$ cat config.mk
export PLATFORM = sky130hd
export DESIGN_NAME = gpsreceiver2_capture
export DESIGN_NICKNAME = d
export VERILOG_FILES = /design/src/rtl/gpsreceiver2_capture.sv
export SDC_FILE = /design/constraint.sdc
export NUM_CORES = 1
export LEC_CHECK = 0
export CAP_MARGIN = 20
export CORE_MARGIN = 2
export CORE_UTILIZATION = 39
export DETAILED_ROUTE_END_ITERATION = 7
export PLACE_DENSITY_LB_ADDON = 0.1
export SETUP_SLACK_MARGIN = 0.15
export SYNTH_ARGS = -nofsm -noshare
export SYNTH_HDL_FRONTEND = slang
export SYNTH_SLANG_ARGS = --single-unit
export TNS_END_PERCENT = 5
$ cat constraint.sdc
create_clock -name sys_clk -period 5.5 [get_ports sys_clk]
set_input_delay 0.55 -clock sys_clk [delete_from_list [all_inputs] [get_ports sys_clk]]
set_output_delay 0.55 -clock sys_clk [all_outputs]
set_load 0.03 [all_outputs]
$ cat src/rtl/gpsreceiver2_capture.sv
// gpsreceiver2_capture: packs 2-bit sign/magnitude GPS samples four per byte
// and streams them into the byte port of the sample buffer, controlled by a
// small CSR bank. Single-shot or continuous (ring) capture, irq on completion
// or wrap.
// Optional feature macro: GPSRECEIVER2_CAPTURE_TRIGGER_EN -- when defined,
// start arms the engine and capture begins on the next pps rising edge.
module gpsreceiver2_capture #(
  parameter logic [3:0] csr_addr = 4'h0
) (
  input  logic        sys_clk,
  input  logic        sys_rst,
  input  logic [13:0] csr_a,
  input  logic        csr_we,
  input  logic [31:0] csr_di,
  output logic [31:0] csr_do,
  input  logic        smp_stb,
  input  logic        smp_sign,
  input  logic        smp_mag,
  input  logic        pps,
  output logic [7:0]  rxb_dat,
  output logic [10:0] rxb_adr,
  output logic        rxb_we,
  output logic        irq
);

  typedef enum logic [1:0] {IDLE = 2'd0, ARMED = 2'd1, CAPTURE = 2'd2} state_t;

  state_t      state_q, state_d;
  logic [10:0] len_q, len_d, len_run_q, len_run_d;
  logic        cont_q, cont_d, cont_run_q, cont_run_d;
  logic [10:0] adr_q, adr_d;
  logic [11:0] count_q, count_d;
  logic [15:0] wraps_q, wraps_d;
  logic        done_q, done_d;
  logic        fin_q, fin_d;       // last single-shot byte written, retire next cycle
  logic [1:0]  slot_q, slot_d;
  logic [5:0]  pack_q, pack_d;     // slots 0..2 of the byte being assembled
  logic [7:0]  rxb_dat_q, rxb_dat_d;
  logic [10:0] rxb_adr_q, rxb_adr_d;
  logic        rxb_we_q, rxb_we_d;
  logic        irq_q, irq_d;
  logic [31:0] csr_do_q, csr_do_d;

  logic        sel, wr, wr_ctrl, start, abort, busy, pps_rise;
  logic [10:0] last_adr;

  // Address bits below the register field and upper write-data bits are don't-care.
  logic unused_bits;
  assign unused_bits = ^{pps, csr_a[9:3], csr_di[31:11]};

  assign sel      = (csr_a[13:10] == csr_addr);
  assign wr       = sel && csr_we;
  assign wr_ctrl  = wr && (csr_a[2:0] == 3'd0);
  assign start    = wr_ctrl && csr_di[0];
  assign abort    = wr_ctrl && csr_di[1];
  assign busy     = (state_q != IDLE);
  // LENGTH=0 wraps to 2047 here, i.e. a 2048-byte run.
  assign last_adr = len_run_q - 11'd1;

`ifdef GPSRECEIVER2_CAPTURE_TRIGGER_EN
  logic pps_q;
  // Registered pps for rising-edge detection.
  always_ff @(posedge sys_clk or posedge sys_rst) begin
    if (sys_rst) pps_q <= 1'b0;
    else         pps_q <= pps;
  end
  assign pps_rise = pps && !pps_q;
`else
  assign pps_rise = 1'b0;
`endif

  // Next-state: CSR writes, capture FSM, packer and buffer write port.
  always_comb begin
    state_d    = state_q;
    len_d      = len_q;
    cont_d     = cont_q;
    len_run_d  = len_run_q;
    cont_run_d = cont_run_q;
    adr_d      = adr_q;
    count_d    = count_q;
    wraps_d    = wraps_q;
    done_d     = done_q;
    fin_d      = fin_q;
    slot_d     = slot_q;
    pack_d     = pack_q;
    rxb_dat_d  = rxb_dat_q;
    rxb_adr_d  = rxb_adr_q;
    rxb_we_d   = 1'b0;
    irq_d      = 1'b0;

    if (wr && csr_a[2:0] == 3'd1) len_d = csr_di[10:0];
    if (wr_ctrl)                  cont_d = csr_di[2];

    if (abort) begin
      state_d = IDLE;
      fin_d   = 1'b0;
      slot_d  = 2'd0;
      pack_d  = 6'd0;
    end else begin
      case (state_q)
        IDLE: begin
          if (start) begin
`ifdef GPSRECEIVER2_CAPTURE_TRIGGER_EN
            state_d = ARMED;
`else
            state_d = CAPTURE;
`endif
            len_run_d  = len_q;
            cont_run_d = csr_di[2];
            adr_d      = 11'd0;
            count_d    = 12'd0;
            wraps_d    = 16'd0;
            done_d     = 1'b0;
            fin_d      = 1'b0;
            slot_d     = 2'd0;
            pack_d     = 6'd0;
          end
        end
        ARMED: begin
          if (pps_rise) state_d = CAPTURE;
        end
        CAPTURE: begin
          if (fin_q) begin
            state_d = IDLE;
            done_d  = 1'b1;
            fin_d   = 1'b0;
          end else if (smp_stb) begin
            if (slot_q == 2'd3) begin
              rxb_we_d  = 1'b1;
              rxb_dat_d = {smp_sign, smp_mag, pack_q};
              rxb_adr_d = adr_q;
              slot_d    = 2'd0;
              pack_d    = 6'd0;
              adr_d     = adr_q + 11'd1;
              count_d   = count_q + 12'd1;
              if (adr_q == last_adr) begin
                irq_d = 1'b1;
                if (cont_run_q) begin
                  adr_d   = 11'd0;
                  count_d = 12'd0;
                  wraps_d = (wraps_q == 16'hFFFF) ? wraps_q : wraps_q + 16'd1;
                end else begin
                  fin_d = 1'b1;
                end
              end
            end else begin
              // Shift in from the top so slot 0 ends up in bits [1:0].
              slot_d = slot_q + 2'd1;
              pack_d = {smp_sign, smp_mag, pack_q[5:2]};
            end
          end
        end
        default: state_d = IDLE;
      endcase
    end
  end

  // CSR read mux, zero when the bank is not addressed.
  always_comb begin
    csr_do_d = 32'd0;
    if (sel) begin
      case (csr_a[2:0])
        3'd0:    csr_do_d = {26'd0, state_q, 1'b0, cont_q, done_q, busy};
        3'd1:    csr_do_d = {21'd0, len_q};
        3'd2:    csr_do_d = {20'd0, count_q};
        3'd3:    csr_do_d = {16'd0, wraps_q};
        default: csr_do_d = 32'd0;
      endcase
    end
  end

  // State registers with asynchronous reset.
  always_ff @(posedge sys_clk or posedge sys_rst) begin
    if (sys_rst) begin
      state_q    <= IDLE;
      len_q      <= 11'd0;
      cont_q     <= 1'b0;
      len_run_q  <= 11'd0;
      cont_run_q <= 1'b0;
      adr_q      <= 11'd0;
      count_q    <= 12'd0;
      wraps_q    <= 16'd0;
      done_q     <= 1'b0;
      fin_q      <= 1'b0;
      slot_q     <= 2'd0;
      pack_q     <= 6'd0;
      rxb_dat_q  <= 8'd0;
      rxb_adr_q  <= 11'd0;
      rxb_we_q   <= 1'b0;
      irq_q      <= 1'b0;
      csr_do_q   <= 32'd0;
    end else begin
      state_q    <= state_d;
      len_q      <= len_d;
      cont_q     <= cont_d;
      len_run_q  <= len_run_d;
      cont_run_q <= cont_run_d;
      adr_q      <= adr_d;
      count_q    <= count_d;
      wraps_q    <= wraps_d;
      done_q     <= done_d;
      fin_q      <= fin_d;
      slot_q     <= slot_d;
      pack_q     <= pack_d;
      rxb_dat_q  <= rxb_dat_d;
      rxb_adr_q  <= rxb_adr_d;
      rxb_we_q   <= rxb_we_d;
      irq_q      <= irq_d;
      csr_do_q   <= csr_do_d;
    end
  end

  assign csr_do  = csr_do_q;
  assign rxb_dat = rxb_dat_q;
  assign rxb_adr = rxb_adr_q;
  assign rxb_we  = rxb_we_q;
  assign irq     = irq_q;

endmodule

==> results.tsv <==
stage	metric	value	unit
detailed_routing	vias	4259	
status	outcome	finished, final reports clean	
logic_synthesis	synth_cell_types	63	
logic_synthesis	ys_warn_count	0	
setup_path	cp.arrival	4.20	ns
setup_path	reg2reg_slack	1.58	ns
die	num_io_pins	106	
setup_path	end_kind	register	
setup_path	path_class	reg2reg	
logic_synthesis	syn_avg_cell_area	10.5	um^2
flow_run	maxCapViolCount	0	
logic_synthesis	synth_flop_cell	dfrtp_1	
global_route	first_global_vias	4280	
detailed_routing	routedWlPerCell	17.9	um
logic_synthesis	synthTopCellsByArea	dfrtp_1 (49%), mux2_2 (9.4%), nand2_1 (2.8%)	
timing	fin_crit	3.92	ns
clocking	clk_pin_slew_worst_paths	0.07	ns
placed_design	dp_hpwl	9.62	mm
timing	setup_viol	0	
power_and_ir_drop	vdd_ir_drop_max	0.000220	V
power_and_ir_drop	leakagePower	2.94	nW
clocking	cts_resized	0	
finish	final_core_utilization	0.478	
clocking	cts_setup_buffers	0	
placed_design	portBuffers	60	
logic_synthesis	synth-seq-cells	111	
setup_path	cp.required	5.79	ns
placed_design	dp.cells	753	
global_route	grt_overflow	0	
timing	min_period_over_period	0.712	
clocking	cts_inserted_buffers	9	
timing	setup_tns	0	ns
global_route	grt_max_degree	76	
power_and_ir_drop	total_power	2.35	mW
finish	layout.cells.most_common	dfrtp_1	
finish	diodes	0	
clocking	htree_levels	3	
detailed_routing	drt_iter0_markers	252	
finish	layout_common_cells	dfrtp_1 (111), clkdlybuf4s50_1 (60), mux2_2 (47)	
detailed_routing	dr.pass1.iters	5	
placed_design	place_area	0.00635	mm^2
detailed_routing	via_per_inst	5.54	
die	rows	43	
detailed_routing	wl	13.8	mm
timing	max_freq	255	MHz
finish	drive_above_1_share	0.149	
power_and_ir_drop	power.share.switching	0.323	
logic_synthesis	syn_inst	534	
setup_path	start_kind	register	
logic_synthesis	ys_async_sr_fraction	1.00	
finish	seq_area	0.00278	mm^2
die	dieArea	0.0154	mm^2
global_route	grt_pass1_wl	22.4	mm
logic_synthesis	ys_seq_area_frac	0.494	
logic_synthesis	yosys.area.top_type	dfrtp_1	
worst_hold_path	holdCritPathClass	reg2reg	
clocking	tritoncts	yes	
placed_design	pre_cts_slack	1.57	ns
global_route	antenna_found_initial	0	
power_and_ir_drop	p_seq_frac	0.443	
finish	area.growth.synth_to_final	18.9	%
die	start_util	0.402	
timing	skew	0.0114	ns
detailed_routing	ant_nets	0	
logic_synthesis	synth_edf_count	0	
clocking	cts_max_path_buffers	2	
power_and_ir_drop	p_sw	761	uW
power_and_ir_drop	internal_power	1.59	mW
timing	drv_slew	0	
global_route	grt_util_all_layers	0.192	
finish	fill_cells	1319	
placed_design	gp_congestion	0.855	
setup_path	crit_fanout	23	
timing	relSlewSlack	0.372	
finish	multi_input_area	0.00258	mm^2
finish	final_area	0.00668	mm^2
clocking	hold_buffers	0	
die	die_y	124	um
finish	stdcell_count	769	
power_and_ir_drop	p_per_area	352	mW/mm^2
timing	rsz0062_at_grt	no	
detailed_routing	drc	0	
timing	hold_viol	0	
timing	layout_setup_ws	1.58	ns
logic_synthesis	syn_area	0.00562	mm^2
die	core	0.0140	mm^2
logic_synthesis	synth_top_area_share	0.494	
timing	worst_pin_slew	0.942	ns
clocking	clock-root-buffer	clkbuf_16	
power_and_ir_drop	p_comb_frac	0.246	
clocking	clock_sinks	111	
clocking	clk_latency	0.35	ns
finish	final_nets	642	
die	die_w	124	um
power_and_ir_drop	p_clk_frac	0.311	
timing	whs	0.508	ns
-- metal layers --
layer / vias up / track usage / share of wire
met4: 0 / 0.0772 / 0.018
met2: 127 / 0.300 / 0.46
li1: 2012 / - / -
met1: 2101 / 0.265 / 0.48
met5: - / 0 / 0
met3: 19 / 0.0311 / 0.048
-- cell usage after synthesis (5+ instances only) --
cell and count:
nand3_1 29, a21oi_1 9, a22oi_1 7, or4_1 10, inv_1 22, nand2b_1 6
mux2_2 47, o211ai_1 16, nand2_1 42, nor4_1 7, a22o_1 6, xor2_1 7
buf_2 5, nor3_1 14, dfrtp_1 111, o31ai_1 5, clkbuf_1 22, nor2_1 35
ha_1 5, o21ai_0 16, xnor2_1 13, nand4_1 13, buf_4 16, or3_1 5
-- cell type report --
| class | count | area share |
|---|---|---|
| Timing Repair Buffer | 69 | 0.101 |
| Sequential cell | 111 | 0.416 |
| Clock buffer | 9 | 0.0337 |
| Tap cell | 180 | 0.0337 |
| Clock inverter | 7 | 0.0167 |
| Inverter | 22 | 0.0127 |
| Multi-Input combinational cell | 371 | 0.387 |
-- logic make-up (layout without fill, tap and decap cells) --
| group | after synthesis | after routing | synth area share |
|---|---|---|---|
| fa+ha+maj | 5 | 5 | 0.0111 |
| mux | 54 | 54 | 0.116 |
| simple gates | 188 | 188 | 0.176 |
| compound gates | 88 | 88 | 0.114 |
| other cells | 1 | 16 | 0.000667 |
| buf+inv | 67 | 107 | 0.0579 |
| flops | 111 | 111 | 0.494 |
| xor+xnor | 20 | 20 | 0.0312 |
-- critical path: stages (launching register included) --
cell	delay, ns
dfrtp_1	0.43
inv_1	0.10
ha_1	0.35
nor4bb_1	0.34
o22ai_1	0.11
or4_1	0.55
nor4_4	0.71
nand3b_2	0.51
or4_1	0.64
nand4_1	0.09
-- registers in the layout (all words and copies together) (netlist names), 2 cells and up --
name,count
count_q,12
len_q,11
pack_q,6
adr_q,11
wraps_q,16
rxb_adr,11
csr_do,16
slot_q,2
rxb_dat,8
len_run_q,11
-- power groups by stage --
stage,registers [mW],logic (mW),clock network [mW]
2_1_floorplan,1.10,0.325,0
3_3_place_gp,1.06,0.569,0
3_5_place_dp,1.06,0.581,0
4_1_cts,1.04,0.584,0.753
5_1_grt,1.06,0.637,0.789
6_report,1.04,0.579,0.731
-- worst paths after layout --
check,from,to,depth (start not counted)
min in group asynchronous,sys_rst,len_q[9],2
max in group asynchronous,sys_rst,len_run_q[2],3
hold reg to reg,pack_q[1],pack_q[1],1
setup / recovery,len_run_q[0],wraps_q[9],9
hold / removal,pack_q[1],pack_q[1],1
setup reg to reg,len_run_q[0],wraps_q[9],9
Note: power is estimated with default switching activity, not from simulation.
